$ cat src/rtl/phase_seq_pkg.sv
// Shared constants and types for the multicycle phase sequencer.
// Phase table:  phase | meaning
//               PH_IF | instruction fetch
//               PH_ID | decode / register read
//               PH_EX | execute
//               PH_MEM| memory access (may take wait states)
//               PH_WB | register write-back
package phase_seq_pkg;

    localparam int N_PHASES_DEF = 5;

    localparam int PH_IF  = 0;
    localparam int PH_ID  = 1;
    localparam int PH_EX  = 2;
    localparam int PH_MEM = 3;
    localparam int PH_WB  = 4;

    typedef logic [$clog2(N_PHASES_DEF)-1:0] phase_idx_t;

endpackage

$ cat src/rtl/phase_next_pick.sv
// Combinational next-phase search: lowest index above cur_idx whose skip bit
// is clear, or wrap to phase 0 when none remains.
module phase_next_pick
    import phase_seq_pkg::*;
#(
    parameter int N  = N_PHASES_DEF,
    parameter int IW = $clog2(N)
) (
    input  logic [IW-1:0] cur_idx,
    input  logic [N-1:0]  skip,
    output logic [IW-1:0] nxt_idx,
    output logic          wrap
);

    // Phase 0 is never a forward target, so its skip bit carries no meaning.
    logic unused_skip0;
    assign unused_skip0 = skip[0];

    always_comb begin
        nxt_idx = '0;
        wrap    = 1'b1;
        // Descending scan so the last hit is the lowest qualifying index.
        for (int j = N - 1; j >= 1; j--) begin
            if ((IW'(j) > cur_idx) && !skip[j]) begin
                nxt_idx = IW'(j);
                wrap    = 1'b0;
            end
        end
    end

endmodule

$ cat src/rtl/phase_sequencer.sv
// N-phase one-hot sequencer with ready handshakes, stall, flush and retire count.
// Optional per-instruction phase skipping is enabled by defining PHASE_SKIP_EN.
module phase_sequencer
    import phase_seq_pkg::*;
#(
    parameter int N_PHASES = N_PHASES_DEF,
    parameter int CNT_W    = 32
) (
    input  logic                        clk,
    input  logic                        reset,
    input  logic                        stall,
    input  logic                        flush,
    input  logic [N_PHASES-1:0]         phase_ready,
    input  logic [N_PHASES-1:0]         skip_mask,
    output logic [N_PHASES-1:0]         phase_oh,
    output logic [$clog2(N_PHASES)-1:0] phase_idx,
    output logic                        instr_done,
    output logic [CNT_W-1:0]            retire_cnt
);

    localparam int IW = $clog2(N_PHASES);

    logic [IW-1:0]       idx_q, idx_d;
    logic [N_PHASES-1:0] oh_q, oh_d;
    logic                done_q, done_d;
    logic [CNT_W-1:0]    cnt_q, cnt_d;

    logic                at_first;
    logic                adv;
    logic [N_PHASES-1:0] skip_vec;
    logic [IW-1:0]       pick_idx;
    logic                pick_wrap;

    assign at_first = (idx_q == IW'(PH_IF));
    assign adv      = !stall && phase_ready[idx_q];

`ifdef PHASE_SKIP_EN
    logic [N_PHASES-1:0] skip_lat, skip_lat_d;
    logic [N_PHASES-1:0] skip_in;

    // Leaving phase 0 uses the live mask; later phases use the copy latched then.
    assign skip_in  = skip_mask & ~N_PHASES'(1);
    assign skip_vec = at_first ? skip_in : skip_lat;
`else
    logic unused_skip_mask;
    assign unused_skip_mask = ^skip_mask;
    assign skip_vec         = '0;
`endif

    phase_next_pick #(
        .N  (N_PHASES),
        .IW (IW)
    ) u_pick (
        .cur_idx (idx_q),
        .skip    (skip_vec),
        .nxt_idx (pick_idx),
        .wrap    (pick_wrap)
    );

    always_comb begin
        idx_d  = idx_q;
        done_d = 1'b0;
        cnt_d  = cnt_q;
`ifdef PHASE_SKIP_EN
        skip_lat_d = skip_lat;
`endif
        if (flush) begin
            idx_d = IW'(PH_IF);
`ifdef PHASE_SKIP_EN
            skip_lat_d = '0;
`endif
        end else if (adv) begin
            idx_d  = pick_idx;
            done_d = pick_wrap;
            if (pick_wrap) begin
                cnt_d = cnt_q + CNT_W'(1);
            end
`ifdef PHASE_SKIP_EN
            if (at_first) begin
                skip_lat_d = skip_in;
            end
`endif
        end
        oh_d = N_PHASES'(1) << idx_d;
    end

    always_ff @(posedge clk) begin
        if (reset) begin
            idx_q  <= '0;
            oh_q   <= N_PHASES'(1);
            done_q <= 1'b0;
            cnt_q  <= '0;
`ifdef PHASE_SKIP_EN
            skip_lat <= '0;
`endif
        end else begin
            idx_q  <= idx_d;
            oh_q   <= oh_d;
            done_q <= done_d;
            cnt_q  <= cnt_d;
`ifdef PHASE_SKIP_EN
            skip_lat <= skip_lat_d;
`endif
        end
    end

    assign phase_oh   = oh_q;
    assign phase_idx  = idx_q;
    assign instr_done = done_q;
    assign retire_cnt = cnt_q;

`ifndef SYNTHESIS
    always_ff @(posedge clk) begin
        if (!reset) begin
            assert ($onehot(phase_oh))
                else $error("phase_oh not one-hot: %b", phase_oh);
            assert (phase_oh == (N_PHASES'(1) << phase_idx))
                else $error("phase_oh %b inconsistent with phase_idx %0d", phase_oh, phase_idx);
        end
    end
`endif

endmodule

$ cat config.mk
export PLATFORM = sky130hd
export DESIGN_NAME = phase_sequencer
export DESIGN_NICKNAME = d
export VERILOG_FILES = /design/src/rtl/phase_seq_pkg.sv /design/src/rtl/phase_next_pick.sv /design/src/rtl/phase_sequencer.sv
export SDC_FILE = /design/constraint.sdc
export NUM_CORES = 1
export LEC_CHECK = 0
export CORE_ASPECT_RATIO = 1.4
export CORE_UTILIZATION = 45
export CTS_BUF_LIST = sky130_fd_sc_hd__clkbuf_4 sky130_fd_sc_hd__clkbuf_8
export CTS_CLUSTER_DIAMETER = 60
export CTS_CLUSTER_SIZE = 20
export DETAILED_ROUTE_END_ITERATION = 10
export HOLD_SLACK_MARGIN = 0.1
export PLACE_DENSITY = 0.86
export SLEW_MARGIN = 20
export SYNTH_ARGS = -nofsm -noshare
export SYNTH_HDL_FRONTEND = slang
export SYNTH_SLANG_ARGS = --single-unit
$ cat constraint.sdc
create_clock -name clk -period 1.8 [get_ports clk]
set_clock_uncertainty 0.1 [all_clocks]
set_input_delay 0.27 -clock clk [delete_from_list [all_inputs] [get_ports clk]]
set_output_delay 0.27 -clock clk [all_outputs]
set_load 0.05 [all_outputs]
==> results of run 1 <==
[final cells by class]
type / count / area share (%)
clock buffer: 6 / 2.294
clock inverter: 2 / 1.015
inverter: 2 / 0.2256
multi-input combinational: 183 / 40.77
sequential: 41 / 27.30
tap: 60 / 2.256
timing repair buffer: 109 / 26.14
[worst register-to-register path: cells and delay by family, from the launching register on]
family	cells	cell delay, ps
and+or+nand+nor	3	1220
AOI/OAI and AO/OA	1	140
DFF	1	360
[kinds of logic after synthesis]
| logic type | count (synthesis) |
|---|---|
| AND/OR/NAND/NOR | 115 |
| AO/OA/AOI/OAI | 51 |
| flip-flops | 41 |
| buffers and inverters | 18 |
| multiplexers | 9 |
| XOR/XNOR | 6 |
| adder cells (fa/ha/maj) | 1 |
[per-layer routing]
| metal | share of wire [%] | global-route usage (%) |
|---|---|---|
| met1 | 36 | 30.60 |
| met2 | 54 | 56.97 |
| met3 | 6.1 | 6.698 |
| met4 | 3.5 | 14.05 |
| met5 | 0 | 0 |
[metrics by stage]
step                      total power [µW]  cell area [µm²]
after CTS                             1727             3224
after floorplan                      951.5             2215
final                                 1723             3327
after detailed placement             999.2             2980
after global placement               994.8             2980
after global routing                  1782             3327
[synthesized netlist by cell type (5+ instances only)]
cell type	number	area share [%]
nand3_1	13	3.2
a21oi_1	26	6.3
dfxtp_1	41	40
or4_1	11	4.0
or3_1	5	1.5
nand4_1	13	3.9
mux2_2	6	3.3
xor2_1	5	2.1
nor4_1	6	1.8
nand2_1	19	3.5
o31ai_1	14	5.1
nor2b_1	5	1.5
clkbuf_1	12	2.2
and3_1	5	1.5
nor2_1	15	2.7
o21ai_0	7	1.7
[power breakdown]
| part | switching [µW] | internal [µW] |
|---|---|---|
| logic | 60.5 | 42.5 |
| clock network | 315 | 425 |
| registers | 1.68 | 879 |
| total | 378 | 1350 |
[worst min path at each step]
stage,cells past startpoint,endpoint
2_1_floorplan,2,phase_idx[0]
3_3_place_gp,2,retire_cnt[26]
3_5_place_dp,2,retire_cnt[26]
4_1_cts,2,retire_cnt[26]
5_1_grt,2,retire_cnt[26]
6_report,2,retire_cnt[26]
[flip-flops by register name, indices dropped and copies added, names as in the netlist]
name / cells
instr_done: 1
retire_cnt: 32
phase_idx: 3
phase_oh: 5
[timing repair]
item	4_1_cts	5_1_grt
setup endpoints to repair	16	24
gates resized for setup	24	19
setup buffers	5	2
hold endpoints to repair	0	0
pin swaps	12	9
gates cloned	1	1
==> results.md, run 1 <==
* Core Rows at 28
* Iter 0 DRT Violations at 248
* Sequential fraction of the synthesis area at 39.81%
* Mux share of post-synthesis cell area at 4.733%
* Max-slew violation count at 0
* Most common cell after layout, fill and taps aside: buf_4
* CTS sink count at 41
* GR Util All Layers at 30.14%
* Worst setup startpoint: retire_cnt[14]
* Max IR drop VDD at 533.4 µV
* DRT Wirelength at 7.075 mm
* Layout area overhead at 61.35%
* Antenna violations before repair at 0
* Vias at 2,466
* Largest family of logic cells by synthesized area: simple AND/OR/NAND/NOR gates
* Hold wc startpoint: retire_cnt[26]
* Global route overflow at 0
* Hold_buf cts at 0
* Failing checks: negative setup slack
* Crit path largest cell delay at 600 ps
* Crit path max-delay family: simple AND/OR/NAND/NOR gates
* Setup ws final at -97.18 ps
* Crit end category: register
* Die Y at 82.10 µm
* Reg clk slew, reported paths at 80 ps
* Slew margin rel. at 70.03%
* PwrDens at 518.0 nW/µm²
* Vias in the first global route at 2,413
* Outcome: finished with violations
* Max cap viols at 0
* Critical-path cell list: nand3_4 > or4_4 > or4_4 > a21oi_2
* Die ar. at 4861 µm²
* Vias per inst at 6.119
* Setup_tns at -442.0 ps
* Worst Hold Class: register to register
* Placed cells at 387
* Capturing point of the worst reg2reg path: retire_cnt[20]
* R2R setup slack at -100 ps
* Sequential cell area at 908.4 µm²
* Die width at 59.21 µm
* Fin crit period at 1897 ps
* RePlAce Congestion at 0.8449
* Async SR Flop Fraction at 0%
* Max stage delay cell, worst path: or4_4
* Port Buffers at 49
* Complex-gate fraction of the synthesized area at 14.68%
* Routed len/inst at 17.56 µm
* Post-synth top flop: dfxtp_1
* Post-Synth Adder-Cell Area at 0.6068%
* Nets@finish at 357
* CTS tree: yes
* Drt pass-1 iters at 7
* CP bufs+invs at 0
* Area of the mapped netlist at 2062 µm²
* Worst setup path endpoint: retire_cnt[20]
* RSZ-0062 raised after global routing: yes
* Least-Margin Pin Slew at 438.2 ps
* Period Utilization, post-route at 105.4%
* Area of the core at 4309 µm²
* Worst Path Max Fanout at 6
* Worst path depth at 4
* Setup violators final at 12
* Worst setup SP type: register
* Syn Nets at 256
* Pre-CTS setup slack at -381.7 ps
* Synthesis-stage register bit count at 41
* ANT cells at 0
* Critical Path RT at 1920 ps
* Starting Density at 47.85%
* # DRC at 0
* ANT nets after route at 0
* H-tree depth at 2
* Area occupied by multi-input gates at 1356 µm²
* R2r startpoint: retire_cnt[14]
* Post-synthesis xor/xnor area fraction at 2.549%
* Synth Instances at 241
* Distinct cells, synth at 41
* First-pass GRT wire length at 11.05 mm
* Cts bufs inserted at 5
* Clock Latency Late Sink at 300 ps
* LEAKAGE at 0.001333 µW
* Synth warn at 0
* Root Driver: clkbuf_8
* Critical path class: register to register
* Layout cell share with drive strength beyond 1 at 52.77%
* Layout Utilization at 77.21%
* Final Hold Viols at 0
* Pin count of the biggest net entering global routing at 39
* Commonest cells after routing, fill and taps aside: buf_4, a21oi_1, dfxtp_4
* Max frequency at 527.1 MHz
* Critical path's most frequent cell: or4_4
* CP arrival at 2020 ps
* Final Non-Filler Cells at 403
* Post-synth EDFFs at 0
* Simple-gate share of the synthesized area at 33.86%
* Clk buf depth at 2
* Syn_area_per_cell at 8.556 µm²
* HPWL after DPL at 4.405 mm
* Hold WS at 419.7 ps
* Fill cell count at 304
* R2R depth at 4
* # IOs at 55
(Power assumes the default switching activity.)
==> inputs of run 2 (changes only) <==
--- a/config.mk
+++ b/config.mk
@@ -11,6 +11,7 @@
 export CTS_CLUSTER_DIAMETER = 60
 export CTS_CLUSTER_SIZE = 20
 export DETAILED_ROUTE_END_ITERATION = 10
+export GPL_ROUTABILITY_DRIVEN = 0
 export HOLD_SLACK_MARGIN = 0.1
 export PLACE_DENSITY = 0.86
 export SLEW_MARGIN = 20
==> results of run 2 <==
Same layout as run 1: the final DEF is identical, and so are final timing and power.
